==> src/rtl/fp_gpio_pkg.sv <==
// Shared front-panel GPIO constants: default masks and pin-bit positions.
// Constants only; no timing or flow control.
package fp_gpio_pkg;

    localparam int FP_GPIO_W = 12;

    typedef logic [FP_GPIO_W-1:0] fp_gpio_word_t;

    localparam fp_gpio_word_t SYNC_OUT_MASK = 12'h555;
    localparam fp_gpio_word_t TX_OUT_MASK   = 12'h800;
    localparam fp_gpio_word_t IN_MASK       = 12'h022;

    localparam fp_gpio_word_t DEF_OUT_MASK  = SYNC_OUT_MASK | TX_OUT_MASK;
    localparam fp_gpio_word_t DEF_IO_DDR    = SYNC_OUT_MASK | TX_OUT_MASK;

    localparam fp_gpio_word_t PIN_SYNC    = 12'h001;
    localparam fp_gpio_word_t PIN_LOAD    = 12'h004;
    localparam fp_gpio_word_t PIN_DATA    = 12'h010;
    localparam fp_gpio_word_t PIN_PHI_BAR = 12'h040;
    localparam fp_gpio_word_t PIN_PHI     = 12'h100;
    localparam fp_gpio_word_t PIN_ID      = 12'h400;
    localparam fp_gpio_word_t PIN_TX      = 12'h800;

endpackage

==> src/rtl/tick_divider.sv <==
// Free-running divide-by-FAC counter with a one-cycle tick on the last count
// and a registered divided clock (tick is combinational, div_clk one flop); no backpressure.
module tick_divider #(
    parameter int FAC = 10,
    parameter int CW  = (FAC > 1) ? $clog2(FAC) : 1
) (
    input  logic clk,
    input  logic reset,
    output logic tick,
    output logic div_clk
);

    localparam logic [CW-1:0] LAST = CW'(FAC - 1);
    // Threshold rounds up so odd factors get the extra cycle in the low phase.
    localparam logic [CW-1:0] HIGH_FROM = CW'(FAC - FAC / 2);

    logic [CW-1:0] cnt;

    assign tick = (cnt == LAST);

    always_ff @(posedge clk or negedge reset) begin
        if (!reset) begin
            cnt     <= '0;
            div_clk <= 1'b0;
        end else begin
            cnt     <= tick ? '0 : cnt + 1'b1;
            div_clk <= (cnt >= HIGH_FROM);
        end
    end

endmodule

==> src/rtl/fp_gpio_bridge.sv <==
// Masked front-panel GPIO bridge updated once per CLK_DIV_FAC cycles; outputs land on the
// next tick edge, inputs after a 2-flop synchronizer plus the next tick. No backpressure.
module fp_gpio_bridge
    import fp_gpio_pkg::*;
#(
    parameter int                        GPIO_REG_WIDTH = 12,
    parameter int                        CLK_DIV_FAC    = 10,
    parameter logic [GPIO_REG_WIDTH-1:0] OUT_MASK       = DEF_OUT_MASK,
    parameter logic [GPIO_REG_WIDTH-1:0] IN_MASK        = fp_gpio_pkg::IN_MASK,
    parameter logic [GPIO_REG_WIDTH-1:0] IO_DDR         = DEF_IO_DDR
) (
    input  logic                      clk,
    input  logic                      reset,
    input  logic [GPIO_REG_WIDTH-1:0] gpio_out,
    output logic [GPIO_REG_WIDTH-1:0] gpio_in,
    input  logic [GPIO_REG_WIDTH-1:0] fp_gpio_in,
    output logic [GPIO_REG_WIDTH-1:0] fp_gpio_out,
    output logic [GPIO_REG_WIDTH-1:0] fp_gpio_ddr,
    output logic                      div_clk,
    output logic                      tick
);

    logic [GPIO_REG_WIDTH-1:0] sync1;
    logic [GPIO_REG_WIDTH-1:0] sync2;

    tick_divider #(
        .FAC (CLK_DIV_FAC)
    ) u_div (
        .clk     (clk),
        .reset   (reset),
        .tick    (tick),
        .div_clk (div_clk)
    );

    assign fp_gpio_ddr = IO_DDR;

    // Synchronizer runs every cycle so the tick edge always sees a settled word.
    always_ff @(posedge clk or negedge reset) begin
        if (!reset) begin
            sync1 <= '0;
            sync2 <= '0;
        end else begin
            sync1 <= fp_gpio_in;
            sync2 <= sync1;
        end
    end

    always_ff @(posedge clk or negedge reset) begin
        if (!reset) begin
            gpio_in     <= '0;
            fp_gpio_out <= '0;
        end else if (tick) begin
            gpio_in     <= sync2 & IN_MASK;
            fp_gpio_out <= gpio_out & OUT_MASK;
        end
    end

endmodule

==> config.mk <==
export PLATFORM = sky130hd
export DESIGN_NAME = fp_gpio_bridge
export DESIGN_NICKNAME = d
export VERILOG_FILES = /design/src/rtl/fp_gpio_pkg.sv /design/src/rtl/tick_divider.sv /design/src/rtl/fp_gpio_bridge.sv
export SDC_FILE = /design/constraint.sdc
export NUM_CORES = 1
export LEC_CHECK = 0
export BUFFER_PORTS_ARGS = -buffer_cell sky130_fd_sc_hd__buf_2
export CAP_MARGIN = 20
export CORE_MARGIN = 4
export CORE_UTILIZATION = 35
export CTS_BUF_LIST = sky130_fd_sc_hd__clkbuf_16
export DETAILED_ROUTE_END_ITERATION = 12
export PLACE_DENSITY = 0.7
export SYNTH_ARGS = -nofsm -noshare
export SYNTH_HDL_FRONTEND = slang
export SYNTH_HIERARCHICAL = 1
export SYNTH_SLANG_ARGS = --single-unit
==> constraint.sdc <==
create_clock -name clk -period 2.2 [get_ports clk]
set_input_delay 0.33 -clock clk [delete_from_list [all_inputs] [get_ports clk]]
set_output_delay 0.33 -clock clk [all_outputs]
set_load 0.02 [all_outputs]
After elaboration in Yosys (flattened, before gate mapping):

Cells that the tools add are included.

* add/sub/neg operators: 1
* magnitude comparators: 1
* eq/ne operators: 1
* mux-type cells: 1

Operators by type and width (number)
* 4-bit by 1-bit adder with 4-bit output, second input constant: 1
* 4-bit equality test, second input constant: 1
* 4-bit by 3-bit greater-or-equal comparator with 1-bit output, second input constant: 1
* 4-bit 2-to-1 mux: 1

* register bits after elaboration: 26
* input bits: 26
* output and inout port bits: 38
* word-level logic and storage cells: 10

Depth between registers and ports, before layout:

* depth in word-level cells: 2
* mapped depth: 4
* gate-level depth less buffers: 3

Modules after synthesis:

Netlist, hierarchy kept.

Modules (own cells, without submodules)
* fp_gpio_bridge: times used 1, cells an instance 52, area an instance 681.9 sq um, seq. area each 325.3 sq um
* tick_divider: times used 1, cells an instance 18, area an instance 211.5 sq um, seq. area each 125.1 sq um

Worst setup path before layout:

OpenSTA, ideal clock, no wires.

* kind: register to register
* start: reg u_div.cnt[2]
* end: reg fp_gpio_out[0]
* library setup time: 0.125 ns
* data arrival time: 1.730 ns
* required time: 2.075 ns
* slack: 0.345 ns
* stages on the path, launching flop included: 5
* path buffers: 1
* clock period less this slack: 1.855 ns
* path through: dfrtp_1 -> nor2b_2 -> nor3b_1 -> buf_6 -> mux2_4

* cells in the longest elaborated chain, start to end: 1

RTL lines
* from (decl): RTL line tick_divider.sv:17 `logic [CW-1:0] cnt;`
* from (signal assigned): RTL line tick_divider.sv:26 `cnt <= tick ? '0 : cnt + 1'b1;`
* 4-bit equality test: RTL line tick_divider.sv:19 `assign tick = (cnt == LAST);`
* via tick: RTL line fp_gpio_bridge.sv:20 `output logic tick`
* to (signal assigned): RTL line fp_gpio_bridge.sv:54 `fp_gpio_out <= gpio_out & OUT_MASK;`
* to (decl): RTL line fp_gpio_bridge.sv:17 `output logic [GPIO_REG_WIDTH-1:0] fp_gpio_out,`

The timed path passes the listed nets, and every way through them passes these cells.
A chain may end at the register's enable or synchronous reset.

Worst setup path in the final report:

* start: reg u_div.cnt[2]
* end: out tick

* cells in the longest elaborated chain, start to end: 1

RTL lines (RTL line)
* 4-bit equality test: tick_divider.sv:19
* to (decl): fp_gpio_bridge.sv:20

Every way passes these cells.

==> flow_summary_export.csv <==
group,metric,value,unit
yosys,synth_top_area_share,50.42,%
floorplanning,coreArea,2455,um^2
cts,clk_latency,250,ps
cells_and_area,drive_above_1_share,39.78,%
cts,cts_hold_buf,0,
yosys,ys_types,16,
cts,h-tree-depth,1,
cells_and_area,final_common_cell,"conb_1",
critical_path,crit_chain,"nor2b_2 > nor3b_2 > buf_4 > buf_2",
power,powerDensity,790.1,nW/um^2
critical_path,r2r_slack,770,ps
critical_path,cp.required,1870,ps
critical_path,cp-startpoint,"u_div/cnt[2]",
route,drt_iter0_drc,26,
yosys,yosys_warnings,6,
floorplanning,die_x,58.52,um
grt,grt_pass1_vias,442,
timing,fmax,567.5,MHz
route,ant_nets,0,
yosys,ys_seq_area_share,50.42,%
critical_path,cp_num_cells,4,
placed_design,post-place-cells,119,
critical_path,cp_num_buf_inv,2,
cells_and_area,antenna_cells,0,
grt,grt_pass1_wl,2.063,mm
cells_and_area,fillCellCount,240,
power,p_leak,0.0005469,uW
power,ir_worst_vdd,0.7796,mV
cts,cts_buffers,3,
route,drc_errors,0,
grt,grt_usage,8.118,%
placed_design,dp_hpwl,1.040,mm
yosys,syn_area,893.4,um^2
critical_path,critPathMaxStageDelay,420,ps
yosys,ys_seq_elements,18,
grt,grt_max_degree,19,
floorplanning,rows,18,
placed_design,io_buffers,21,
cts,cts-resized-gates,0,
critical_path,crit_family,"buffers and inverters",
route,vias_per_cell,3.854,
critical_path,cp_slowest_cell,"dfrtp_1",
route,wirelength,1.364,mm
floorplanning,fp.dieArea,3425,um^2
timing,hold_viol_final,0,
floorplanning,pin_count,64,
critical_path,crit_fanout,10,
cts,cts_root_buf,"clkbuf_16",
cells_and_area,stdcell_count,123,
cts,tritoncts,"built",
cts,cts_setup_buffers,0,
cts,cts_num_sinks,18,
grt,overflow,0,
critical_path,crit_path_end,"tick",
floorplanning,die_y,58.52,um
route,dr.pass1.iters,3,
cells_and_area,syn_to_final_growth,12.75,%
critical_path,worstRegToRegCells,4,
critical_path,rr_endpoint,"fp_gpio_out[4]",
timing,tns,0,ps
critical_path,critPathLaunchType,"register",
critical_path,cp-end-kind,"output pin",
outcome,outcome,"completed",
yosys,synth_area_leaders,"dfrtp_1 50%, buf_4 23%, mux2_4 17%",
timing,rsz0062_at_grt,"no",
hold_path,min_path_type,"in2async",
timing,setup_viol,0,
flow_run,max-cap-violations,0,
grt,antenna_found_initial,0,
route,wl_per_cell,11.09,um
timing,fin_crit_sh,80.10,%
cts,clockBufferDepth,2,
critical_path,worstSetupPathType,"reg2out",
yosys,avgSynthCellArea,12.76,um^2
yosys,synth_top_area_cell,"dfrtp_1",
floorplanning,initial_core_util,36.39,%
cells_and_area,nNetsFinal,120,
critical_path,arrival,1430,ps
timing,fin_skew,4.339,ps
timing,fin_crit,1762,ps
cts,cts.reportedPaths.clkPinSlew,50,ps
cells_and_area,final_cell_mix,"27 x conb_1, 21 x buf_2, 18 x dfrtp_1",
critical_path,r2r_start,"u_div/cnt[2]",
placed_design,gp_congestion,0.6747,
route,vias,474,
timing,slew_violations,0,
yosys,synth_cells,70,
[power breakdown]
part	switching [uW]	internal (uW)	leakage [uW]
logic	66.4	22.7	0.000302
clock network	117	241	0.0000385
registers	5.33	344	0.000207
[registers in the layout, summed over array words and instances, names as in the netlist]
name	cells
u_div/div_clk	1
sync2	2
gpio_in	2
sync1	2
u_div/cnt	4
fp_gpio_out	7
[layout make-up]
type	count	area, um^2	area share [%]
multi-input combinational	47	320.3	31.80
clock buffer	3	75.07	7.453
tap	30	37.54	3.727
sequential	18	450.4	44.72
timing repair buffer	22	112.6	11.18
inverter	2	7.507	0.7453
clock inverter	1	3.754	0.3727
[synthesized netlist by cell type (all sizes together)]
cell and number:
a221o 1, buf 28, conb 2, dfrtp 18, inv 2, mux2 10
nand2 1, nand2b 1, nor2 1, nor2b 1, nor3 1, nor3b 1
o21ai 2, xnor2 1
[how the worst min path moves through the flow]
| stage | slack (ps) | start | end |
|---|---|---|---|
| floorplan | 30 | reset | fp_gpio_out[0] |
| global placement | 270 | reset | fp_gpio_out[8] |
| detailed placement | 280 | reset | fp_gpio_out[4] |
| CTS | 20 | reset | fp_gpio_out[11] |
| global route | 30 | reset | fp_gpio_out[2] |
| finish | 0.2 | reset | fp_gpio_out[2] |
[cell families (layout without fill, tap and decap cells)]
family	count (synthesis)	count (layout)	share of synthesized area, %
xor+xnor	1	1	0.9806
compound gates	3	3	2.240
flops	18	18	50.42
buf+inv	30	28	24.79
mux	10	10	16.81
other cells	2	27	0.8406
simple gates	6	6	3.921
[layer usage]
layer / track usage (%) / routed length (um) / vias up
li1: - / - / 217
met1: 10.42 / 540 / 220
met2: 12.12 / 592 / 35
met3: 4.167 / 225 / 2
met4: 1.987 / 6 / 0
met5: 0 / 0 / -
[metrics by stage]
step                      setup WS (ps)  util [%]  instance area (um^2)  hold slack (ps)  power [uW]
after floorplan                   344.8         -                 987.2            34.41       453.8
after global placement            732.2     37.82                 928.4            267.5       440.6
after detailed placement          686.3     37.82                 928.4            277.9       443.2
after CTS                         424.5     41.03                  1007            18.67       801.9
after global routing              326.7     41.03                  1007            29.66       828.2
final                             437.9     41.03                  1007           0.2447       795.8
[worst reg2reg max path, cell delays in order (launching register included)]
cell and delay, ps:
dfrtp_1 420, nor2b_2 160, nor3b_2 170, buf_4 240
mux2_4 320
No activity file was read; power rests on OpenSTA's default activity.
